## src/rtl/instruction_sequencer_pkg.sv

```systemverilog
// Shared types for the JZJCoreF instruction sequencer: RV32I opcodes,
// SYSTEM funct3 codes, sequencer states, datapath select and trap cause enums.
package instruction_sequencer_pkg;

    typedef enum logic [6:0] {
        OPCODE_LUI      = 7'b0110111,
        OPCODE_AUIPC    = 7'b0010111,
        OPCODE_JAL      = 7'b1101111,
        OPCODE_JALR     = 7'b1100111,
        OPCODE_BRANCH   = 7'b1100011,
        OPCODE_LOAD     = 7'b0000011,
        OPCODE_STORE    = 7'b0100011,
        OPCODE_OP_IMM   = 7'b0010011,
        OPCODE_OP       = 7'b0110011,
        OPCODE_MISC_MEM = 7'b0001111,
        OPCODE_SYSTEM   = 7'b1110011
    } Opcode_t;

    typedef enum logic [2:0] {
        F3_PRIV  = 3'b000,
        F3_CSRRW = 3'b001,
        F3_CSRRS = 3'b010,
        F3_CSRRC = 3'b011
    } Funct3_t;

    typedef enum logic [2:0] {
        RESET_IDLE,
        FETCH,
        DECODE,
        EXECUTE,
        MEMORY,
        HALT
    } SeqState_t;

    typedef enum logic [1:0] {
        RDSRC_ALU       = 2'd0,
        RDSRC_MEM       = 2'd1,
        RDSRC_PC_PLUS_4 = 2'd2,
        RDSRC_IMM_U     = 2'd3
    } RdSrc_t;

    typedef enum logic [1:0] {
        PCSRC_PC_PLUS_4     = 2'd0,
        PCSRC_BRANCH_TARGET = 2'd1,
        PCSRC_JAL_TARGET    = 2'd2,
        PCSRC_JALR_TARGET   = 2'd3
    } PcSrc_t;

    typedef enum logic [1:0] {
        TRAP_NONE        = 2'd0,
        TRAP_ILLEGAL     = 2'd1,
        TRAP_ENV         = 2'd2,
        TRAP_MEM_TIMEOUT = 2'd3
    } TrapCause_t;

    // Opcodes that proceed from DECODE to EXECUTE (SYSTEM is classified separately).
    function automatic logic is_legal_opcode(input logic [6:0] op);
        case (op)
            OPCODE_LUI, OPCODE_AUIPC, OPCODE_JAL, OPCODE_JALR, OPCODE_BRANCH,
            OPCODE_LOAD, OPCODE_STORE, OPCODE_OP_IMM, OPCODE_OP,
            OPCODE_MISC_MEM: return 1'b1;
            default:         return 1'b0;
        endcase
    endfunction

endpackage

```

## src/rtl/mem_timeout_counter.sv

```systemverilog
// Counts consecutive cycles a memory request waits without memReady.
// expired pulses in the waiting cycle that brings the count to MEM_TIMEOUT;
// MEM_TIMEOUT = 0 disables expiry entirely.
module mem_timeout_counter #(
    parameter int unsigned MEM_TIMEOUT   = 255,
    parameter int unsigned TIMEOUT_WIDTH = 8
) (
    input  logic clock,
    input  logic reset,
    input  logic clear,
    input  logic count,
    output logic expired
);

    localparam bit                       ENABLED = (MEM_TIMEOUT != 0);
    localparam logic [TIMEOUT_WIDTH-1:0] LAST    = TIMEOUT_WIDTH'(MEM_TIMEOUT - 1);

    logic [TIMEOUT_WIDTH-1:0] cnt;

    // Wait-cycle counter: clear has priority over count.
    // NOTE: sequential state uses non-blocking assignments so every flop samples pre-edge values.
    always_ff @(posedge clock or posedge reset) begin
        if (reset) begin
            cnt <= '0;
        end else if (clear) begin
            cnt <= '0;
        end else if (count) begin
            cnt <= cnt + TIMEOUT_WIDTH'(1);
        end
    end

    assign expired = ENABLED && count && !clear && (cnt == LAST);

endmodule

```

## src/rtl/instruction_sequencer.sv

```systemverilog
// Multi-cycle control FSM for the JZJCoreF RV32I core:
// RESET_IDLE -> FETCH -> DECODE -> EXECUTE [-> MEMORY] -> FETCH, with a sticky HALT
// on illegal opcodes, ECALL/EBREAK and memory timeouts.
// Optional build macro INSTRUCTION_COUNTER_EN adds a 64-bit retiredCount output.
module instruction_sequencer
    import instruction_sequencer_pkg::*;
#(
    parameter int unsigned MEM_TIMEOUT   = 255,
    parameter int unsigned TIMEOUT_WIDTH = 8
) (
    input  logic        clock,
    input  logic        reset,
    input  logic [6:0]  opcode,
    input  logic [2:0]  funct3,
    input  logic        branchTaken,
    input  logic        memReady,
    output logic        memRequest,
    output logic        memWrite,
    output logic        memAddrSel,
    output logic        irWriteEnable,
    output logic        rdWriteEnable,
    output RdSrc_t      rdSrc,
    output logic        pcWriteEnable,
    output PcSrc_t      pcSrc,
    output logic        halted,
    output TrapCause_t  trapCause
`ifdef INSTRUCTION_COUNTER_EN
    ,
    output logic [63:0] retiredCount
`endif
);

    SeqState_t  state;
    TrapCause_t trap_q;
    logic       timeout_expired;

    mem_timeout_counter #(
        .MEM_TIMEOUT  (MEM_TIMEOUT),
        .TIMEOUT_WIDTH(TIMEOUT_WIDTH)
    ) u_mem_timeout_counter (
        .clock  (clock),
        .reset  (reset),
        .clear  (!memRequest || memReady),
        .count  (memRequest && !memReady),
        .expired(timeout_expired)
    );

    // Next-state sequencing and trap capture; HALT is left only through reset.
    always_ff @(posedge clock or posedge reset) begin
        if (reset) begin
            state  <= RESET_IDLE;
            trap_q <= TRAP_NONE;
        end else begin
            case (state)
                RESET_IDLE: state <= FETCH;
                FETCH: begin
                    if (memReady) begin
                        state <= DECODE;
                    end else if (timeout_expired) begin
                        state  <= HALT;
                        trap_q <= TRAP_MEM_TIMEOUT;
                    end
                end
                DECODE: begin
                    if (is_legal_opcode(opcode)) begin
                        state <= EXECUTE;
                    end else if (opcode == OPCODE_SYSTEM && funct3 == F3_PRIV) begin
                        state  <= HALT;
                        trap_q <= TRAP_ENV;
                    end else begin
                        state  <= HALT;
                        trap_q <= TRAP_ILLEGAL;
                    end
                end
                EXECUTE: begin
                    if (opcode == OPCODE_LOAD || opcode == OPCODE_STORE) begin
                        state <= MEMORY;
                    end else begin
                        state <= FETCH;
                    end
                end
                MEMORY: begin
                    if (memReady) begin
                        state <= FETCH;
                    end else if (timeout_expired) begin
                        state  <= HALT;
                        trap_q <= TRAP_MEM_TIMEOUT;
                    end
                end
                HALT:    state <= HALT;
                default: state <= HALT;
            endcase
        end
    end

    // Datapath controls decoded from state, opcode, branchTaken and memReady.
    // NOTE: every output gets a default first so no path through the block infers a latch.
    always_comb begin
        memRequest    = 1'b0;
        memWrite      = 1'b0;
        memAddrSel    = 1'b0;
        irWriteEnable = 1'b0;
        rdWriteEnable = 1'b0;
        rdSrc         = RDSRC_ALU;
        pcWriteEnable = 1'b0;
        pcSrc         = PCSRC_PC_PLUS_4;
        halted        = (state == HALT);
        trapCause     = trap_q;
        case (state)
            FETCH: begin
                memRequest    = 1'b1;
                irWriteEnable = memReady;
            end
            EXECUTE: begin
                case (opcode)
                    OPCODE_OP, OPCODE_OP_IMM, OPCODE_AUIPC: begin
                        rdWriteEnable = 1'b1;
                        pcWriteEnable = 1'b1;
                    end
                    OPCODE_LUI: begin
                        rdWriteEnable = 1'b1;
                        rdSrc         = RDSRC_IMM_U;
                        pcWriteEnable = 1'b1;
                    end
                    OPCODE_JAL: begin
                        rdWriteEnable = 1'b1;
                        rdSrc         = RDSRC_PC_PLUS_4;
                        pcWriteEnable = 1'b1;
                        pcSrc         = PCSRC_JAL_TARGET;
                    end
                    OPCODE_JALR: begin
                        rdWriteEnable = 1'b1;
                        rdSrc         = RDSRC_PC_PLUS_4;
                        pcWriteEnable = 1'b1;
                        pcSrc         = PCSRC_JALR_TARGET;
                    end
                    OPCODE_BRANCH: begin
                        pcWriteEnable = 1'b1;
                        if (branchTaken) pcSrc = PCSRC_BRANCH_TARGET;
                    end
                    OPCODE_MISC_MEM: pcWriteEnable = 1'b1;
                    default: ;
                endcase
            end
            MEMORY: begin
                memRequest = 1'b1;
                memAddrSel = 1'b1;
                memWrite   = (opcode == OPCODE_STORE);
                if (memReady) begin
                    pcWriteEnable = 1'b1;
                    if (opcode == OPCODE_LOAD) begin
                        rdWriteEnable = 1'b1;
                        rdSrc         = RDSRC_MEM;
                    end
                end
            end
            default: ;
        endcase
    end

`ifdef INSTRUCTION_COUNTER_EN
    // Retirement counter: one per PC update, wraps naturally at 2^64.
    always_ff @(posedge clock or posedge reset) begin
        if (reset) begin
            retiredCount <= '0;
        end else if (pcWriteEnable) begin
            retiredCount <= retiredCount + 64'd1;
        end
    end
`endif

endmodule

```

## config.mk

```make
export PLATFORM = sky130hd
export DESIGN_NAME = instruction_sequencer
export DESIGN_NICKNAME = d
export VERILOG_FILES = /design/src/rtl/instruction_sequencer_pkg.sv /design/src/rtl/mem_timeout_counter.sv /design/src/rtl/instruction_sequencer.sv
export SDC_FILE = /design/constraint.sdc
export NUM_CORES = 1
export LEC_CHECK = 0
export CAP_MARGIN = 20
export CORE_UTILIZATION = 50
export DETAILED_ROUTE_END_ITERATION = 8
export GPL_TIMING_DRIVEN = 0
export PLACE_DENSITY = 0.83
export SLEW_MARGIN = 20
export SYNTH_ARGS = -nofsm -noshare
export SYNTH_HDL_FRONTEND = slang
export SYNTH_SLANG_ARGS = --single-unit
```

## constraint.sdc

```tcl
create_clock -name clock -period 4.6 [get_ports clock]
set_input_delay 1.15 -clock clock [delete_from_list [all_inputs] [get_ports clock]]
set_output_delay 1.15 -clock clock [all_outputs]
set_load 0.01 [all_outputs]
```

### Yosys cells after proc, flatten, opt, wreduce, memory -nomap -nowiden

Index checks and enable logic that the tools add are counted.

* add/sub/neg operators: 1
* eq/ne operators: 20
* mux-type cells: 33
* reduce and logical (&&, ||, !) cells: 19

Operator list (number)
* == test 7 bit, second input constant: 4
* == test 7 x 6 -> 1 bit, second input constant: 3
* two-way mux 8 bit: 2
* two-way mux 3 bit: 5
* one-hot mux 3 bit (5 select lines): 1
* == test 7 x 5 -> 1 bit, second input constant: 2
* two-way mux 1 bit: 14
* one-hot mux 2 bit (2 select lines): 3
* two-way mux 2 bit: 5
* OR reduction 10 bit: 1
* adder 8 x 1 -> 8 bit, second input constant: 1
* == test 8 bit, second input constant: 1
* OR reduction 8 bit: 1
* == test 7 x 2 -> 1 bit, second input constant: 1
* == test 7 x 4 -> 1 bit, second input constant: 1
* == test 3 x 2 -> 1 bit, second input constant: 2
* == test 3 bit, second input constant: 2
* logical NOT 3 bit: 2
* one-hot mux 2 bit (3 select lines): 1
* OR reduction 6 bit: 1
* logical AND 1 bit: 4
* != test 2 bit, second input constant: 2
* one-hot mux 1 bit (2 select lines): 2
* AND reduction 4 bit: 1
* 6 further kinds: 11

* register bits after elaboration: 13
* output and inout port bits: 13
* input port bits: 14

### Depth between registers and ports, before layout

Gate-level depths: netlist of run 1.

* word-level depth: 11
* mapped depth: 5
* depth with buffers taken out: 5

### Hierarchy

A second synthesis of run 1 with hierarchy kept.

* cells, all modules: 117
* area total of the unflattened synthesis: 942.2 um2

By module, submodules not included
* instruction_sequencer: area each 528.0 um2, sequential area each 125.1 um2, times used 1, cells an instance 74
* mem_timeout_counter: area each 414.1 um2, sequential area each 200.2 um2, times used 1, cells an instance 43

### Least setup slack after synthesis of run 1

OpenSTA, ideal clock, no wires.

* path type: input to output
* from: input opcode[2]
* to: output rdSrc[0]
* path buffers: 1
* required time: 3450 ps
* arrival: 2252 ps
* setup slack: 1198 ps
* stages: 3
* cell sequence: buf_2 or4_4 o32ai_1

* cells in the longest elaborated chain, start to end: 4
* elaborated cells on any way between the ends: 9
* those cells by class: eq/ne: 4; mux: 4; reduce/logical: 1

RTL lines
* start, declared: line instruction_sequencer.sv:13 `input logic [6:0] opcode,`
* == test 7 bit / == test 7 x 2 -> 1 bit (equally long branches): line instruction_sequencer.sv:115, instruction_sequencer.sv:151
* OR reduction 2 bit (no source line) / two-way mux 1 bit (equally long branches)
* one-hot mux 2 bit (2 select lines) / two-way mux 1 bit (equally long branches): line instruction_sequencer.sv:115, instruction_sequencer.sv:149
* one-hot mux 2 bit (2 select lines) *: line instruction_sequencer.sv:109 `case (state)`
* end, declared: line instruction_sequencer.sv:22 `output RdSrc_t rdSrc,`

Every way passes the cells marked *; elsewhere a longest branch is shown, timed or not.

### Worst setup path in the final report of run 1

* from: input opcode[6]
* to: output rdWriteEnable

* cells in the longest elaborated chain, start to end: 4
* elaborated cells on any way between the ends: 12
* those cells by class: eq/ne: 7; mux: 4; reduce/logical: 1

RTL lines
* == test 7 bit (tied with other cells): line instruction_sequencer.sv:115 `case (opcode)`
* OR reduction 6 bit (no source line) / two-way mux 1 bit (equally long branches)
* two-way mux 1 bit, on equally long branches: line instruction_sequencer.sv:115, instruction_sequencer.sv:149
* one-hot mux 1 bit (2 select lines) *: line instruction_sequencer.sv:109
* end, declared: line instruction_sequencer.sv:21 `output logic rdWriteEnable,`

Marked as above.

==> results.sh, run 1 <==
export IMPL_syn2layout_area_growth_pct=33.7
export IMPL_die_y_um=44.8
export IMPL_cts_tree="built"
export IMPL_critPathArrivalTime_ps=3290
export IMPL_endpoint_kind="output port"
export IMPL_critPathMaxFanout=7
export IMPL_synth_top_area_share=0.355
export IMPL_crit_type="input pin to output port"
export IMPL_synthTopCellsByArea="dfrtp_1 (36%), nor2_1 (5.7%), xor2_1 (4.8%)"
export IMPL_power_density_nw_per_um2=387
export IMPL_clk_pin_slew_ps=90
export IMPL_max_freq_ghz=0.225
export IMPL_timing_rr_start="state[0]$_DFF_PP0_"
export IMPL_netlist_area_sq_um=916
export IMPL_power_leakage_nw=0.501
export IMPL_synthArstFlopShare=1.00
export IMPL_firstDrtPassIters=4
export IMPL_worstMarginPinSlew_ps=560
export IMPL_drtAntennaViolNets=0
export IMPL_r2r_end="u_mem_timeout_counter.cnt[5]$_DFF_PP0_"
export IMPL_outcome="finished, final reports clean"
export IMPL_grt_pass1_wl_um=3220
export IMPL_rsz0062_at_grt="false"
export IMPL_ios=27
export IMPL_synthCells=104
export IMPL_finalMaxSlewViolations=0
export IMPL_initial_core_util=0.530
export IMPL_gp_congestion=0.865
export IMPL_clock_latency_ps=280
export IMPL_nets=150
export IMPL_max_vdd_ir_drop_v=0.000235
export IMPL_cts_hold_buf=0
export IMPL_antenna_found_initial=0
export IMPL_finalInstanceArea_sq_um=1220
export IMPL_finalSetupViolations=0
export IMPL_die_w_um=44.8
export IMPL_ys_ff_latch=13
export IMPL_vias=862
export IMPL_hold_violations=0
export IMPL_whs_path_depth=2
export IMPL_whs_ps=548
export IMPL_yosysTopAreaCell="dfrtp_1"
export IMPL_row_count=15
export IMPL_post_cts_repair_setup_buffers=0
export IMPL_grt_pass1_vias=777
export IMPL_drt_iter0_drc=2
export IMPL_synth_edf_count=0
export IMPL_ys_seq_area_frac=0.355
export IMPL_synth_distinct_cells=41
export IMPL_pre_cts_ws_ps=200
export IMPL_dp_hpwl_um=1590
export IMPL_via_per_inst=5.46
export IMPL_yosys_warnings=0
export IMPL_h_tree_depth=1
export IMPL_grt_start_max_net_pins=14
export IMPL_synth_nets=120
export IMPL_wl_per_cell_um=13.2
export IMPL_cp_start_kind="input pin"
export IMPL_cap_viol_max_count=0
export IMPL_place_area_sq_um=1200
export IMPL_core_area_sq_um=1730
export IMPL_hold_end="u_mem_timeout_counter.cnt[7]$_DFF_PP0_"
export IMPL_dieArea_sq_um=2010
export IMPL_cts_root_buf="clkbuf_4"
export IMPL_cts_resized=0
export IMPL_drc=0
export IMPL_setup_slack_ps=158
export IMPL_cts_sinks=13
export IMPL_fin_crit_sh=0.966
export IMPL_clock_skew_ps=4.62
export IMPL_hold_class="flip-flop to flip-flop"
export IMPL_worstRegToRegCells=5
export IMPL_tns_ps=0
export IMPL_diodes=0
export IMPL_fin_crit_ps=4440
export IMPL_numCtsBuffers=3
export IMPL_wl_um=2090
export IMPL_hold_start="u_mem_timeout_counter.cnt[7]$_DFF_PP0_"
export IMPL_slew_headroom=0.622
export IMPL_reg2reg_setup_slack_ps=3180
export IMPL_avgSynthCellArea_sq_um=8.81
export IMPL_grt_overflow=0
export IMPL_synth_main_ff_cell="dfrtp_1"
export IMPL_port_buffers=25
export IMPL_grt_usage=0.219
export IMPL_worst_ep_required_time_ps=3450
export IMPL_layout_drive_gt1_share=0.105
export IMPL_cts_path_max_buffers=2
==> cell families (layout without fill, tap and decap cells) <==
group | Yosys count | in the layout | synth area share
flops | 13 | 13 | 0.355
compound gates | 15 | 15 | 0.109
buf+inv | 7 | 36 | 0.0342
simple gates | 58 | 58 | 0.385
mux | 2 | 2 | 0.0219
fa+ha+maj | 2 | 2 | 0.0273
xor+xnor | 7 | 7 | 0.0669
==> worst max-delay path, stage by stage <==
cell and delay (ps):
clkdlybuf4s50_1 530, or2_1 280, or4_4 450, o32ai_1 300, clkdlybuf4s50_1 590
==> metrics by stage <==
stage          utilization  total power, mW  cells
2_1_floorplan            -            0.306    104
3_3_place_gp         0.693            0.394    154
3_5_place_dp         0.693            0.402    154
4_1_cts              0.709            0.476    158
5_1_grt              0.709            0.507    158
6_report             0.709            0.474    158
==> registers in the layout, summed over array words and instances (netlist names) <==
name / count
trapCause: 2
state: 3
u_mem_timeout_counter.cnt: 8
==> how the worst max path moves through the flow <==
| stage | from | end | slack [ps] | depth (start not counted) |
|---|---|---|---|---|
| final | opcode[6] | rdWriteEnable | 160 | 5 |
| after detailed placement | opcode[6] | rdSrc[0] | 200 | 5 |
| after floorplan | opcode[2] | rdSrc[0] | 1200 | 3 |
| after global routing | opcode[3] | rdWriteEnable | 120 | 5 |
| after CTS | opcode[6] | rdSrc[0] | 170 | 5 |
| after global placement | opcode[3] | rdWriteEnable | 230 | 5 |
==> synth_stat cells, types with 2 or more instances <==
cell	n
a21oi_1	5
and3_1	3
and3b_1	2
and4_1	2
buf_2	4
dfrtp_1	13
ha_1	2
inv_1	2
mux2i_1	2
nand2_1	6
nand2b_1	2
nand3_1	4
nand3b_1	2
nor2_1	14
nor2b_1	2
nor3_1	3
nor3b_1	2
nor4_1	2
nor4b_1	2
o21ai_0	3
o32ai_1	2
xnor2_1	2
xor2_1	5
==> layout by cell type (no fill, tap or decap), types with 3 or more instances in the layout <==
master           instances
nor2_1                  14
nand3_1                  4
nand2_1                  6
o21ai_0                  3
dfrtp_1                 13
and3_1                   3
clkbuf_4                 3
nor3_1                   3
buf_2                    4
a21oi_1                  5
clkdlybuf4s50_1         25
xor2_1                   5
==> where the power goes <==
part / switching, mW / internal, mW
Sequential: 0.0191 / 0.142
Clock: 0.0411 / 0.0322
Combinational: 0.124 / 0.116
Total: 0.184 / 0.290
==> final cells by class <==
class	count	area [sq um]
inverter	2	7.51
tap	25	31.3
clock buffer	3	22.5
clock inverter	1	5.00
sequential	13	325
fill	156	502
multi-input combinational	84	559
buffer	5	23.8
timing repair buffer	25	250
==> layer usage <==
metal	share of wire	track usage	vias to the layer above
met5	0	0	-
met4	0.014	0.0909	0
met2	0.45	0.350	18
li1	-	-	435
met1	0.50	0.296	405
met3	0.029	0.0360	4
Power figures use the tool's default switching activity.
==> run 2: changes to the inputs <==
--- a/config.mk
+++ b/config.mk
@@ -8,7 +8,6 @@
 export CAP_MARGIN = 20
 export CORE_UTILIZATION = 50
 export DETAILED_ROUTE_END_ITERATION = 8
-export GPL_TIMING_DRIVEN = 0
 export PLACE_DENSITY = 0.83
 export SLEW_MARGIN = 20
 export SYNTH_ARGS = -nofsm -noshare
==> run 2 against run 1 <==
  * Flip-flop and latch count unchanged
  * Wire length increased by 1.3%
  * Power fell by 1.1%
  * Clock skew about the same
  * Register-to-register slack about the same
  * Cell count down 0.63%
  * Die area did not move
  * Sequential power grew 16%
  * Via count decreased by 0.12%
==> results.sh, run 2 (synthesis results as in run 1) <==
export IMPL_cts_hold_buf=0
export IMPL_final_cell_mix="clkdlybuf4s50_1 (26), nor2_1 (14), dfrtp_1 (13), nand2_1 (6)"
export IMPL_die_w_um=44.8
export IMPL_antenna_found_initial=0
export IMPL_top_register="u_mem_timeout_counter.cnt"
export IMPL_grt_overflow=0
export IMPL_dieArea_sq_um=2010
export IMPL_tns_ps=0
export IMPL_dp_cells=153
export IMPL_cts_resized=0
export IMPL_grt_usage=0.227
export IMPL_power_density_nw_per_um2=380
export IMPL_grt_pass1_vias=746
export IMPL_ios=27
export IMPL_endpoint_kind="output port"
export IMPL_diodes=0
export IMPL_max_vdd_ir_drop_v=0.000304
export IMPL_power_frac_comb=0.450
export IMPL_fin_crit_ps=4380
export IMPL_initial_core_util=0.530
export IMPL_p_int_uw=289
export IMPL_fillCellCount=150
export IMPL_slew_headroom=0.673
export IMPL_crit_type="input pin to output port"
export IMPL_gp_congestion=0.886
export IMPL_worst_ep_required_time_ps=3450
export IMPL_grt_start_max_net_pins=14
export IMPL_worstMarginPinSlew_ps=489
export IMPL_drtAntennaViolNets=0
export IMPL_firstDrtPassIters=4
export IMPL_hold_violations=0
export IMPL_grt_pass1_wl_um=3270
export IMPL_pwr_share_clk=0.153
export IMPL_nets=149
export IMPL_mostFrequentLayoutCell="clkdlybuf4s50_1"
export IMPL_core_area_sq_um=1730
export IMPL_rsz0062_at_grt="false"
export IMPL_drt_iter0_drc=23
export IMPL_layout_drive_gt1_share=0.0909
export IMPL_largest_reg_flops=8
export IMPL_cp_start_kind="input pin"
export IMPL_hold_class="flip-flop to flip-flop"
export IMPL_wl_um=2110
export IMPL_numCtsBuffers=3
export IMPL_clock_skew_ps=4.18
export IMPL_finalMaxSlewViolations=0
export IMPL_total_power_uw=469
export IMPL_critPathMaxFanout=7
export IMPL_outcome="finished, final reports clean"
export IMPL_h_tree_depth=1
export IMPL_row_count=15
export IMPL_drc=0
export IMPL_cts_path_max_buffers=2
export IMPL_finalSetupViolations=0
export IMPL_port_buffers=26
export IMPL_via_per_inst=5.48
export IMPL_p_sw_frac=0.385
export IMPL_syn2layout_area_growth_pct=34.6
export IMPL_max_freq_ghz=0.229
export IMPL_switchingPower_uw=180
export IMPL_cts_root_buf="clkbuf_4"
export IMPL_vias=861
export IMPL_dp_hpwl_um=1660
export IMPL_cts_sinks=13
export IMPL_cap_viol_max_count=0
export IMPL_cts_tree="built"
export IMPL_fin_crit_sh=0.951
export IMPL_wl_per_cell_um=13.5
export IMPL_seqPwrFrac=0.397
export IMPL_clock_latency_ps=280
export IMPL_critPathArrivalTime_ps=3230
export IMPL_clk_pin_slew_ps=80
export IMPL_die_y_um=44.8
export IMPL_finalNonFillerCells=157
export IMPL_power_leakage_nw=0.499
export IMPL_post_cts_repair_setup_buffers=0
## run 2: critical path, cell delays in order
cell and delay [ps]:
clkdlybuf4s50_1 490, or2_1 280, or4_4 440, o32ai_1 290
clkdlybuf4s50_1 580
## run 2: worst paths after layout
check	to	from	slack, ps	cells after the start
max in group asynchronous	u_mem_timeout_counter.cnt[2]$_DFF_PP0_	reset	3090	2
worst max-delay path	rdSrc[0]	opcode[3]	220	5
worst min-delay path	u_mem_timeout_counter.cnt[7]$_DFF_PP0_	u_mem_timeout_counter.cnt[7]$_DFF_PP0_	550	2
worst min register to register	u_mem_timeout_counter.cnt[7]$_DFF_PP0_	u_mem_timeout_counter.cnt[7]$_DFF_PP0_	550	2
min in group asynchronous	trapCause[0]$_DFFE_PP0P_	reset	1180	2
worst max register to register	state[0]$_DFF_PP0_	u_mem_timeout_counter.cnt[0]$_DFF_PP0_	3180	5
## run 2: per-layer routing
| layer | global-route usage | share of wire |
|---|---|---|
| met5 | 0 | 0 |
| met4 | 0.0909 | 0.015 |
| met3 | 0.0480 | 0.049 |
| met2 | 0.335 | 0.43 |
| met1 | 0.324 | 0.51 |
## run 2: cell type report
type / count / area (sq um) / area share
multi-input cells: 84 / 559 / 0.454
flip-flops and latches: 13 / 325 / 0.264
repair buffers: 29 / 283 / 0.229
well taps: 25 / 31.3 / 0.0254
clock buffers: 4 / 26.3 / 0.0213
inverters: 2 / 7.51 / 0.00609
## run 2: power groups by stage
stage | combinational, mW | sequential, mW | clock (mW)
6_report | 0.211 | 0.186 | 0.0717
5_1_grt | 0.231 | 0.191 | 0.0772
4_1_cts | 0.212 | 0.184 | 0.0741
3_5_place_dp | 0.212 | 0.186 | 0
3_3_place_gp | 0.205 | 0.183 | 0
2_1_floorplan | 0.144 | 0.162 | 0
## run 2: per-stage QoR
stage          cell area [sq um]  hold WS (ps)  utilization  setup WS (ps)
2_1_floorplan                916           492            -           1200
3_3_place_gp                1210           517        0.699            274
3_5_place_dp                1210           529        0.699            243
4_1_cts                     1230           547        0.714            217
5_1_grt                     1230           574        0.714            120
6_report                    1230           548        0.714            224
==> run 3: changes to the inputs <==
--- a/config.mk
+++ b/config.mk
@@ -7,6 +7,7 @@
 export LEC_CHECK = 0
 export CAP_MARGIN = 20
 export CORE_UTILIZATION = 50
+export CTS_CLUSTER_SIZE = 40
 export DETAILED_ROUTE_END_ITERATION = 8
 export PLACE_DENSITY = 0.83
 export SLEW_MARGIN = 20
==> results of run 3 <==
The final DEF is identical to that of run 2; final timing and power are the same.
